### src/rtl/freq_entry_ctrl.sv
// BCD frequency entry: digit editing from button pulses, then a digit-serial BCD-to-binary conversion.
// Define FREQ_CLAMP_EN to clamp results above MAX_FREQ and flag over_range; otherwise the result is truncated.
module freq_entry_ctrl #(
  parameter int DIGITS   = 7,
  parameter int OUT_W    = 23,
  parameter int MAX_FREQ = 5000000
) (
  input  logic                  clk,
  input  logic                  rst_n,
  input  logic                  btn_left,
  input  logic                  btn_right,
  input  logic                  btn_up,
  input  logic                  btn_down,
  input  logic                  commit,
  output logic [2:0]            cursor,
  output logic [4*DIGITS-1:0]   digits_bcd,
  output logic                  busy,
  output logic [OUT_W-1:0]      freq_out,
  output logic                  freq_valid,
  output logic                  over_range
);

  localparam int         ACC_W = 4 * DIGITS;
  localparam logic [2:0] LAST  = 3'(DIGITS - 1);

  typedef enum logic [1:0] {IDLE, CONV, LOAD} state_e;

  state_e                 state_q, state_d;
  logic [DIGITS-1:0][3:0] digits_q, digits_d;
  logic [DIGITS-1:0][3:0] snap_q, snap_d;
  logic [2:0]             cursor_q, cursor_d;
  logic [2:0]             idx_q, idx_d;
  logic [ACC_W-1:0]       acc_q, acc_d;
  logic [OUT_W-1:0]       freq_q, freq_d;
  logic                   over_q, over_d;
  logic                   valid_q, valid_d;

  logic                   edit_en, conv_en, load_en;
  logic [3:0]             cur_digit;
  logic [OUT_W-1:0]       res_freq;
  logic                   res_over;

  // ---------------------------------------------------------------- FSM
  // NOTE: state is updated with non-blocking assignments so every flop samples pre-edge values.
  always_ff @(posedge clk or negedge rst_n) begin
    if (!rst_n) state_q <= IDLE;
    else        state_q <= state_d;
  end

  // NOTE: every combinational output gets a default first so no latch is inferred.
  always_comb begin
    state_d = state_q;
    unique case (state_q)
      IDLE:    if (commit)        state_d = CONV;
      CONV:    if (idx_q == 3'd0) state_d = LOAD;
      LOAD:                       state_d = IDLE;
      default:                    state_d = IDLE;
    endcase
  end

  always_comb begin
    edit_en = 1'b0;
    conv_en = 1'b0;
    load_en = 1'b0;
    unique case (state_q)
      IDLE:    edit_en = 1'b1;
      CONV:    conv_en = 1'b1;
      LOAD:    load_en = 1'b1;
      default: edit_en = 1'b1;
    endcase
  end

  // ---------------------------------------------------------------- edits
  // Digit edit uses the cursor as it was this cycle; the cursor move lands afterwards.
  always_comb begin
    digits_d  = digits_q;
    cursor_d  = cursor_q;
    cur_digit = digits_q[cursor_q];
    if (edit_en) begin
      if (btn_up && !btn_down)
        digits_d[cursor_q] = (cur_digit == 4'd9) ? 4'd0 : cur_digit + 4'd1;
      else if (btn_down && !btn_up)
        digits_d[cursor_q] = (cur_digit == 4'd0) ? 4'd9 : cur_digit - 4'd1;

      if (btn_left && !btn_right)
        cursor_d = (cursor_q == LAST) ? 3'd0 : cursor_q + 3'd1;
      else if (btn_right && !btn_left)
        cursor_d = (cursor_q == 3'd0) ? LAST : cursor_q - 3'd1;
    end
  end

  // ---------------------------------------------------------------- conversion
  // Snapshot takes the post-edit digits so an edit in the commit cycle is included.
  always_comb begin
    snap_d = snap_q;
    acc_d  = acc_q;
    idx_d  = idx_q;
    if (edit_en && commit) begin
      snap_d = digits_d;
      acc_d  = '0;
      idx_d  = LAST;
    end else if (conv_en) begin
      acc_d = (acc_q << 3) + (acc_q << 1) + ACC_W'(snap_q[idx_q]);
      idx_d = idx_q - 3'd1;
    end
  end

`ifdef FREQ_CLAMP_EN
  always_comb begin
    if (acc_q > ACC_W'(MAX_FREQ)) begin
      res_freq = OUT_W'(MAX_FREQ);
      res_over = 1'b1;
    end else begin
      res_freq = acc_q[OUT_W-1:0];
      res_over = 1'b0;
    end
  end
`else
  localparam int unused_max_freq = MAX_FREQ;
  logic unused_acc_hi;
  assign unused_acc_hi = ^acc_q[ACC_W-1:OUT_W];
  assign res_freq      = acc_q[OUT_W-1:0];
  assign res_over      = 1'b0;
`endif

  always_comb begin
    freq_d  = freq_q;
    over_d  = over_q;
    valid_d = load_en;
    if (load_en) begin
      freq_d = res_freq;
      over_d = res_over;
    end
  end

  // ---------------------------------------------------------------- registers
  // NOTE: the snapshot and accumulator are small register banks, so they are reset like the rest.
  always_ff @(posedge clk or negedge rst_n) begin
    if (!rst_n) begin
      digits_q <= '0;
      cursor_q <= '0;
      snap_q   <= '0;
      idx_q    <= '0;
      acc_q    <= '0;
      freq_q   <= '0;
      over_q   <= 1'b0;
      valid_q  <= 1'b0;
    end else begin
      digits_q <= digits_d;
      cursor_q <= cursor_d;
      snap_q   <= snap_d;
      idx_q    <= idx_d;
      acc_q    <= acc_d;
      freq_q   <= freq_d;
      over_q   <= over_d;
      valid_q  <= valid_d;
    end
  end

  assign cursor     = cursor_q;
  assign digits_bcd = digits_q;
  assign busy       = !edit_en;
  assign freq_out   = freq_q;
  assign freq_valid = valid_q;
  assign over_range = over_q;

endmodule

### config.mk
export PLATFORM = sky130hd
export DESIGN_NAME = freq_entry_ctrl
export DESIGN_NICKNAME = d
export VERILOG_FILES = /design/src/rtl/freq_entry_ctrl.sv
export SDC_FILE = /design/constraint.sdc
export NUM_CORES = 1
export LEC_CHECK = 0
export ABC_AREA = 1
export CAP_MARGIN = 20
export CORE_ASPECT_RATIO = 1.5
export CORE_MARGIN = 3
export CORE_UTILIZATION = 53
export CTS_CLUSTER_SIZE = 14
export DETAILED_ROUTE_END_ITERATION = 10
export MAX_ROUTING_LAYER = met4
export PLACE_DENSITY_LB_ADDON = 0.12
export SLEW_MARGIN = 20
export SYNTH_ARGS = -nofsm -noshare
export SYNTH_HDL_FRONTEND = slang
export SYNTH_SLANG_ARGS = --single-unit
### constraint.sdc
create_clock -name clk -period 2.8 [get_ports clk]
set_input_delay 0.56 -clock clk [delete_from_list [all_inputs] [get_ports clk]]
set_output_delay 0.56 -clock clk [all_outputs]
set_load 0.01 [all_outputs]
==> key figures, run 1 <==
Worst setup path
  • Crit path largest cell delay: 0.40 ns
  • Critical Path Source: idx_q[0]
  • Element type at the critical path end: flip-flop
  • Critical Path RT: 3.05 ns
  • Worst path cell trace: inv_2 -> buf_6 -> buf_6 -> nor2_1 -> o22ai_1 -> nor2_1 -> a31oi_1 -> ha_2 -> ha_4 -> inv_2 -> fa_2 -> inv_4 -> nand3_2 -> nand2_2 -> a21oi_2 -> o21bai_1 -> nand2_1 -> nand2_1 -> o21ai_1
  • CP max stage cell: dfrtp_1
  • Worst R2R End: acc_q[18]
  • Crit. path cell count: 19
  • Max FO, Critical Path: 4
  • Buffers and inverters on the worst path: 5
  • Flop2flop setup slack: -0.02 ns
  • Worst setup path endpoint: acc_q[18]
  • Setup CP Type: flip-flop to flip-flop
  • Arr. time, crit path: 3.06 ns
  • CP Launch Type: flip-flop
  • RR Startpoint: idx_q[0]
  • CP top delay family: adder cells
  • Reg2reg path depth: 19

Route
  • DR vias: 6868
  • DRT iter0 DRCs: 267
  • Routed Antenna Nets: 0
  • WL per Instance: 16.8 µm
  • # DRC: 0
  • DRT Pass-1 Iters: 5
  • Vias per inst: 5.58
  • Final WL: 20700 µm

Synth
  • Ys async rst share: 1.00
  • Top_reg_cell synth: dfrtp_1
  • EDFF count, synth: 0
  • Mean post-synth cell area: 7.54 µm²
  • Synth top cells by count: 310 x nand2_1, 111 x dfrtp_1, 88 x a21oi_1
  • Dominant cells by area after synthesis: dfrtp_1 38%, nand2_1 16%, ha_1 8.8%, a21oi_1 6.0%, inv_1 4.0%
  • Synth Net Count: 1042
  • Synthesized instance count: 981
  • Post-synthesis cell type count: 51
  • Ys Warns: 0
  • Post-synthesis register bit count: 111
  • Mapped Area: 7400 µm²
  • Share of the synthesized area in the top cell type: 0.376
  • Yosys top cell by area: dfrtp_1
  • Sequential share of the synthesized area: 0.376
  • Top-count cell post-synth: nand2_1

GRT
  • Gr usage total: 0.285
  • First-pass GRT wire length: 33300 µm
  • Initial antenna violation count: 0
  • Grt ovf: 0
  • Largest net degree at the start of global routing: 65
  • Number of global-route vias before repair: 6764

Timing
  • WHS: 0.118 ns
  • Final Cycle Share: 1.01
  • Setup_tns: -0.0152 ns
  • Slew HR: 0.632
  • PnR worst setup slack: -0.0152 ns
  • Slew Limit Fails: 0
  • Max frequency: 355 MHz
  • Worst-Margin Slew: 0.551 ns
  • RSZ-0062 raised after global routing: true
  • Crit path time final: 2.82 ns
  • Final Setup Violations: 1
  • Final hold violations: 0
  • Clk_skew: 0.00729 ns

Layout
  • Nets: 1126
  • Final instance area: 8880 µm²
  • Final cell count without fillers: 1231
  • Fin util: 0.653
  • Share of layout cells above drive strength 1: 0.156
  • Ant. Diodes: 0
  • Layout area overhead: 20.0%

Place
  • Dpl ws: -0.00188 ns
  • Placed cell areas: 8320 µm²
  • Global placement routability congestion: 0.953
  • Inst Count DP: 1207
  • Port buffer count: 62
  • DP HPWL: 15600 µm

Outcome
  • Failing checks: setup timing
  • Outcome: complete, but fails checks

Clock network
  • Post-CTS Hold Buffers: 0
  • Longest Clk Path Bufs: 2
  • CTS Root Cell: clkbuf_16
  • Clock transition at path regs: 0.07 ns
  • Worst skew pair latency: 0.36 ns
  • Inserted Clock Buffers: 9
  • CTS Sinks: 111
  • H-tree depth: 3
  • TritonCTS clock tree: built

Power and ir drop
  • Pwr Density: 1260 nW/µm²
  • Pleak: 4.41 nW
  • Worst VDD drop: 0.761 mV
  • Power consumption: 11.2 mW

Hold path
  • Hold crit path type: primary input to asynchronous set/reset pin

Flow run
  • # Max-Cap Violations: 0

Die
  • CORE AREA: 13600 µm²
  • Die Span Y: 151 µm
  • Die area: 15400 µm²
  • Initial Utilization: 0.544
  • Die width: 102 µm
  • Row count: 52
  • I/O pins: 64
## state kept, by name, indices dropped and copies added (netlist names)
name        cells
acc_q          23
cursor          3
digits_bcd     28
freq_out       23
freq_valid      1
idx_q           3
snap_q         28
state_q         2
## layout make-up
cell class | instances | area, µm²
fillers | 1256 | 4720
multi-input cells | 749 | 4280
flip-flops and latches | 111 | 2780
repair buffers | 108 | 1010
inverters | 86 | 338
clock buffers | 10 | 229
well taps | 162 | 203
clock inverters | 5 | 45.0
## worst register-to-register path: stages (launching register included)
cell      delay [ns]
dfrtp_1         0.40
inv_2           0.10
buf_6           0.10
buf_6           0.09
nor2_1          0.04
o22ai_1         0.19
nor2_1          0.09
a31oi_1         0.17
ha_2            0.22
ha_4            0.14
inv_2           0.04
fa_2            0.39
inv_4           0.10
nand3_2         0.07
nand2_2         0.12
a21oi_2         0.07
o21bai_1        0.19
nand2_1         0.07
nand2_1         0.06
o21ai_1         0.06
## worst min-delay path by stage
stage               startpoint           end  slack (ns)  depth (start not counted)
floorplan                rst_n      acc_q[0]        0.26                          0
global placement     snap_q[8]     snap_q[8]        0.47                          2
detailed placement   snap_q[0]     snap_q[0]        0.49                          2
CTS                      rst_n   freq_out[8]        0.13                          1
global route             rst_n  freq_out[14]        0.14                          1
finish                   rst_n   freq_out[8]        0.12                          1
## cell families (layout without fill, tap and decap cells)
group,after synthesis,after routing,synth area share
mux,18,18,0.0274
other cells,1,1,0.000507
flops,111,111,0.376
simple gates,481,481,0.280
fa+ha+maj,54,54,0.0934
buf+inv,121,209,0.0714
xor+xnor,5,5,0.00846
compound gates,190,190,0.143
## report_power, final
part           leakage (nW)  switching, mW  internal [mW]
Combinational          2.89           4.32           2.73
Sequential             1.39          0.613           2.31
Clock                 0.131          0.616          0.611
## routing by layer
| layer | GRT usage | routed length (µm) | vias to the layer above |
|---|---|---|---|
| met1 | 0.296 | 7560 | 3185 |
| met2 | 0.514 | 11200 | 190 |
| met3 | 0.0320 | 728 | 88 |
| met5 | - | 0 | - |
| met4 | 0.154 | 1220 | 0 |
| li1 | - | - | 3405 |
## placed cells by master, fill, tap and decap left out, types with 9 or more instances in the layout
master / Yosys / final
nand2_1: 310 / 302
dfrtp_1: 111 / 111
a21oi_1: 88 / 77
inv_1: 79 / 73
nor2_1: 70 / 66
clkdlybuf4s50_1: 0 / 61
nand3_1: 57 / 50
ha_1: 52 / 49
buf_4: 2 / 38
o21ai_0: 54 / 33
o21ai_1: 11 / 30
mux2_2: 18 / 18
nand2_2: 10 / 17
a21oi_2: 2 / 11
nand3_2: 3 / 10
nand4_1: 9 / 9
clkbuf_16: 0 / 9
## what timing repair did
action,CTS,global route
pin swaps,0,34
hold endpoints to repair,0,0
endpoints found under the setup margin,3,17
gates resized for setup,2,77
buffers inserted,0,9
Note: power is estimated with default switching activity, not from simulation.
==> run 2, diff against run 1 <==
--- a/config.mk
+++ b/config.mk
@@ -12,6 +12,7 @@
 export CORE_UTILIZATION = 53
 export CTS_CLUSTER_SIZE = 14
 export DETAILED_ROUTE_END_ITERATION = 10
+export GPL_TIMING_DRIVEN = 0
 export MAX_ROUTING_LAYER = met4
 export PLACE_DENSITY_LB_ADDON = 0.12
 export SLEW_MARGIN = 20
==> key figures, run 2 (synthesis results as in run 1) <==
Outcome
  • Outcome: complete, but fails checks
  • Failing checks: setup timing

Worst setup path
  • Max FO, Critical Path: 7
  • Element type at the critical path end: flip-flop
  • Arr. time, crit path: 3.17 ns
  • Worst R2R End: acc_q[15]
  • Critical Path RT: 3.10 ns
  • CP Launch Type: flip-flop
  • Setup CP Type: flip-flop to flip-flop
  • Flop2flop setup slack: -0.07 ns
  • RR Startpoint: idx_q[0]
  • Reg2reg path depth: 20

Layout
  • Ant. Diodes: 0
  • Share of layout cells above drive strength 1: 0.156
  • Final cell count without fillers: 1240
  • Layout area overhead: 21.8%
  • Leading cell type in the layout, fill and taps excluded: nand2_1
  • Fin util: 0.662
  • Most frequent cells in the layout: 299 x nand2_1, 109 x dfrtp_1, 77 x a21oi_1
  • Nets: 1134

GRT
  • First-pass GRT wire length: 34300 µm
  • Gr usage total: 0.297
  • Largest net degree at the start of global routing: 77
  • Grt ovf: 0
  • Number of global-route vias before repair: 6951
  • Initial antenna violation count: 0

Timing
  • Final Cycle Share: 1.02
  • Slew Limit Fails: 0
  • Clk_skew: 0.0144 ns
  • Worst-Margin Slew: 0.911 ns
  • RSZ-0062 raised after global routing: true
  • Setup_tns: -0.193 ns
  • Crit path time final: 2.87 ns
  • Max frequency: 349 MHz
  • Slew HR: 0.387
  • WHS: 0.0823 ns
  • Final Setup Violations: 7
  • PnR worst setup slack: -0.0659 ns
  • Final hold violations: 0

Die
  • CORE AREA: 13600 µm²
  • Die width: 102 µm
  • Row count: 52
  • I/O pins: 64
  • Initial Utilization: 0.544
  • Die Span Y: 151 µm
  • Die area: 15400 µm²

Flow run
  • # Max-Cap Violations: 0

Clock network
  • Post-CTS Hold Buffers: 0
  • Worst skew pair latency: 0.36 ns
  • CTS Root Cell: clkbuf_16
  • TritonCTS clock tree: built
  • Inserted Clock Buffers: 9
  • Longest Clk Path Bufs: 2
  • H-tree depth: 3
  • Clock transition at path regs: 0.08 ns
  • CTS Sinks: 111

Hold path
  • Hold crit path type: primary input to asynchronous set/reset pin

Place
  • Global placement routability congestion: 1.02
  • Port buffer count: 62
  • Inst Count DP: 1206
  • DP HPWL: 16400 µm

Route
  • WL per Instance: 17.4 µm
  • Vias per inst: 5.62
  • Final WL: 21500 µm
  • DRT Pass-1 Iters: 7
  • Routed Antenna Nets: 0
  • DR vias: 6963
  • DRT iter0 DRCs: 303
  • # DRC: 0

Power and ir drop
  • Power consumption: 11.6 mW
  • Pleak: 4.42 nW
  • Worst VDD drop: 0.924 mV
  • Pwr Density: 1280 nW/µm²
run 2: cell count changes in the layout (fill, tap and decap cells not counted), moves of 3 or more:
cell      before  now
o21ai_0       33   36
buf_8          0    3
o21ai_1       30   22
o21ai_2        3    8
buf_4         38   16
nand2_1      302  299
clkinv_4       4    1
buf_2          0    3
clkbuf_1       1   20
inv_6          1    4
run 2: worst max-delay path, stage by stage (launching register included):
cell and delay, ns:
dfrtp_2 0.48, inv_4 0.07, buf_8 0.14, a21oi_2 0.11, o21ai_1 0.07, nand3_1 0.10
nand2_2 0.07, fa_2 0.56, inv_2 0.05, ha_4 0.15, a21oi_4 0.16, o21ai_2 0.10
a21oi_2 0.12, inv_1 0.07, nand2_1 0.07, nand2_2 0.08, nand2_2 0.07, nand2_2 0.06
a21oi_2 0.13, o21ai_2 0.07, nand2_1 0.05
run 2: per-layer routing:
layer	track usage	routed length, µm
met4	0.183	1430
met3	0.0352	727
met2	0.538	11700
met5	-	0
met1	0.295	7700
run 2: layout make-up:
type,count,area (µm²)
multi-input combinational,749,4340
buffer,33,208
tap,162,203
inverter,86,343
fill,1192,4590
clock inverter,6,50.0
timing repair buffer,83,845
clock buffer,10,239
sequential,111,2780
run 2: metrics by stage:
| stage | instance area, µm² | setup WS [ns] |
|---|---|---|
| 6_report | 9010 | -0.0659 |
| 5_1_grt | 9010 | -0.192 |
| 4_1_cts | 8810 | -0.0581 |
| 3_5_place_dp | 8250 | -0.867 |
| 3_3_place_gp | 8220 | -3.16 |
| 2_1_floorplan | 7400 | 0.000383 |
run 2: power breakdown:
part | internal (mW) | switching (mW)
Clock | 0.644 | 0.631
Combinational | 2.84 | 4.48
Sequential | 2.32 | 0.650
Total | 5.80 | 5.76
run 2: what timing repair did:
action | CTS | global route
setup buffers | 16 | 3
gates cloned | 0 | 1
hold endpoints to repair | 0 | 0
setup endpoints to repair | 20 | 18
resized for setup | 50 | 48
pin swaps | 23 | 31
run 2: worst max path at each step:
stage                   from        endpoint  slack (ns)  depth (start not counted)
finish              idx_q[0]       acc_q[15]       -0.07                         20
CTS                 idx_q[0]       acc_q[17]       -0.06                         18
global placement       rst_n  digits_bcd[26]       -3.16                          1
detailed placement  idx_q[1]       acc_q[17]       -0.87                         18
global route        idx_q[0]       acc_q[15]       -0.19                         19
floorplan           idx_q[1]       acc_q[18]      0.0004                         16
==> run 3, diff against run 2 <==
--- a/config.mk
+++ b/config.mk
@@ -14,8 +14,7 @@
 export DETAILED_ROUTE_END_ITERATION = 10
 export GPL_TIMING_DRIVEN = 0
 export MAX_ROUTING_LAYER = met4
-export PLACE_DENSITY_LB_ADDON = 0.12
-export SLEW_MARGIN = 20
+export PLACE_DENSITY = 0.77
 export SYNTH_ARGS = -nofsm -noshare
 export SYNTH_HDL_FRONTEND = slang
 export SYNTH_SLANG_ARGS = --single-unit
==> key figures, run 3 (synthesis results as in run 1) <==
GRT
  • Largest net degree at the start of global routing: 42
  • Number of global-route vias before repair: 7072
  • Routing usage on met3: 0.0380
  • Initial antenna violation count: 0
  • GR Util met1: 0.290
  • First-pass GRT wire length: 34400 µm
  • Gr usage total: 0.298
  • M2 GR Usage: 0.538
  • Grt ovf: 0
  • GRT busiest layer: met2

Die
  • Row count: 52
  • Initial Utilization: 0.544
  • I/O pins: 64
  • Die Span Y: 151 µm
  • Die width: 102 µm
  • Die area: 15400 µm²
  • CORE AREA: 13600 µm²

Place
  • Port buffer count: 62
  • Inst Count DP: 1207
  • Placed cell areas: 8260 µm²
  • Global placement routability congestion: 1.00
  • DP HPWL: 16400 µm
  • Dpl ws: -0.877 ns

Clock network
  • TritonCTS clock tree: built
  • H-tree depth: 3
  • CTS Sinks: 111
  • Inserted Clock Buffers: 9
  • Clock transition at path regs: 0.07 ns
  • CTS Root Cell: clkbuf_16
  • Worst skew pair latency: 0.36 ns
  • Longest Clk Path Bufs: 2

Worst setup path
  • Worst path cell trace: buf_6 -> nor2_4 -> nand2_1 -> nand3_1 -> nand2_1 -> fa_2 -> inv_2 -> ha_4 -> a21oi_4 -> o21ai_2 -> a21oi_1 -> inv_1 -> nand2_1 -> nand2_2 -> buf_4 -> a21oi_2 -> o21ai_1 -> nand2_1
  • Critical Path Source: idx_q[0]
  • Setup CP Type: flip-flop to flip-flop
  • Arr. time, crit path: 3.19 ns
  • Worst setup path endpoint: acc_q[11]
  • Max FO, Critical Path: 5
  • Flop2flop setup slack: -0.09 ns
  • CP Launch Type: flip-flop
  • Most used cell, CP: nand2_1
  • Critical Path RT: 3.10 ns
  • Element type at the critical path end: flip-flop
  • CP max stage cell: fa_2
  • Reg2reg path depth: 18
  • Crit path largest cell delay: 0.57 ns
  • Worst R2R End: acc_q[11]
  • RR Startpoint: idx_q[0]

Timing
  • Slew Limit Fails: 0
  • Final hold violations: 0
  • Final Setup Violations: 5
  • RSZ-0062 raised after global routing: true
  • Clk_skew: 0.00841 ns
  • Worst-Margin Slew: 0.968 ns
  • Max frequency: 346 MHz
  • Setup_tns: -0.268 ns
  • Final Cycle Share: 1.03
  • Crit path time final: 2.89 ns
  • PnR worst setup slack: -0.0904 ns
  • Slew HR: 0.349

Layout
  • Nets: 1143
  • Leading cell type in the layout, fill and taps excluded: nand2_1
  • Most frequent cells in the layout: 297 x nand2_1, 109 x dfrtp_1, 75 x a21oi_1
  • Layout area overhead: 23.0%
  • Final cell count without fillers: 1248
  • Fillcell total: 1169
  • Ant. Diodes: 0
  • Fin util: 0.669
  • Share of layout cells above drive strength 1: 0.170
  • Final instance area: 9100 µm²

Outcome
  • Failing checks: setup timing
  • Outcome: complete, but fails checks

Route
  • Final WL: 21900 µm
  • DR vias: 7046
  • Vias per inst: 5.65
  • DRT iter0 DRCs: 299
  • # DRC: 0
  • Routed Antenna Nets: 0
  • WL per Instance: 17.5 µm
  • DRT Pass-1 Iters: 7

Power and ir drop
  • Pleak: 4.47 nW
  • Pwr Density: 1270 nW/µm²
  • Worst VDD drop: 1.11 mV

Flow run
  • # Max-Cap Violations: 0

Hold path
  • Hold crit path type: primary input to asynchronous set/reset pin
run 3: final cells by class:
class / instances / area (µm²) / area share
multi-input combinational: 749 / 4390 / 0.482
inverter: 86 / 345 / 0.0379
timing repair buffer: 92 / 891 / 0.0979
sequential: 111 / 2780 / 0.306
buffer: 33 / 210 / 0.0231
clock buffer: 9 / 225 / 0.0247
tap: 162 / 203 / 0.0223
clock inverter: 6 / 56.3 / 0.00619
run 3: power breakdown:
group | total [mW] | internal, mW | switching [mW]
sequential | 2.96 | 2.31 | 0.644
clock | 1.25 | 0.617 | 0.636
combinational | 7.34 | 2.83 | 4.51
total | 11.5 | 5.76 | 5.79
run 3: per-stage QoR:
stage	total power, mW	hold WS (ns)
6_report	11.5	0.167
5_1_grt	12.5	0.195
4_1_cts	11.2	0.178
3_5_place_dp	9.51	0.462
3_3_place_gp	9.39	0.465
2_1_floorplan	7.22	0.264
run 3: how the worst min path moves through the flow:
stage	start	end	slack, ns	cells past startpoint
floorplan	rst_n	acc_q[0]	0.26	0
global placement	snap_q[0]	snap_q[0]	0.46	2
detailed placement	snap_q[0]	snap_q[0]	0.46	2
CTS	rst_n	freq_out[15]	0.18	1
global route	rst_n	freq_out[7]	0.20	1
finish	rst_n	freq_out[7]	0.17	1
run 3: what timing repair did:
item | in CTS | in global routing
endpoints found under the setup margin | 20 | 20
buffers inserted | 22 | 7
gates cloned | 0 | 0
gates resized for setup | 57 | 62
pin swaps | 28 | 41
hold buffers | 0 | 0
run 3: metal layers:
layer  part of all wire  wire [µm]
met3              0.036        788
met5                  0          0
met2               0.54      11800
met4              0.068       1490
met1               0.35       7760
run 3: critical path: cells and delay by family, from the launching register on:
family                   cells  cell delay [ns]
adder cells (fa/ha/maj)      2             0.73
AND/OR/NAND/NOR              7             0.63
AO/OA/AOI/OAI                5             0.57
flip-flops                   1             0.47
buffers and inverters        4             0.42
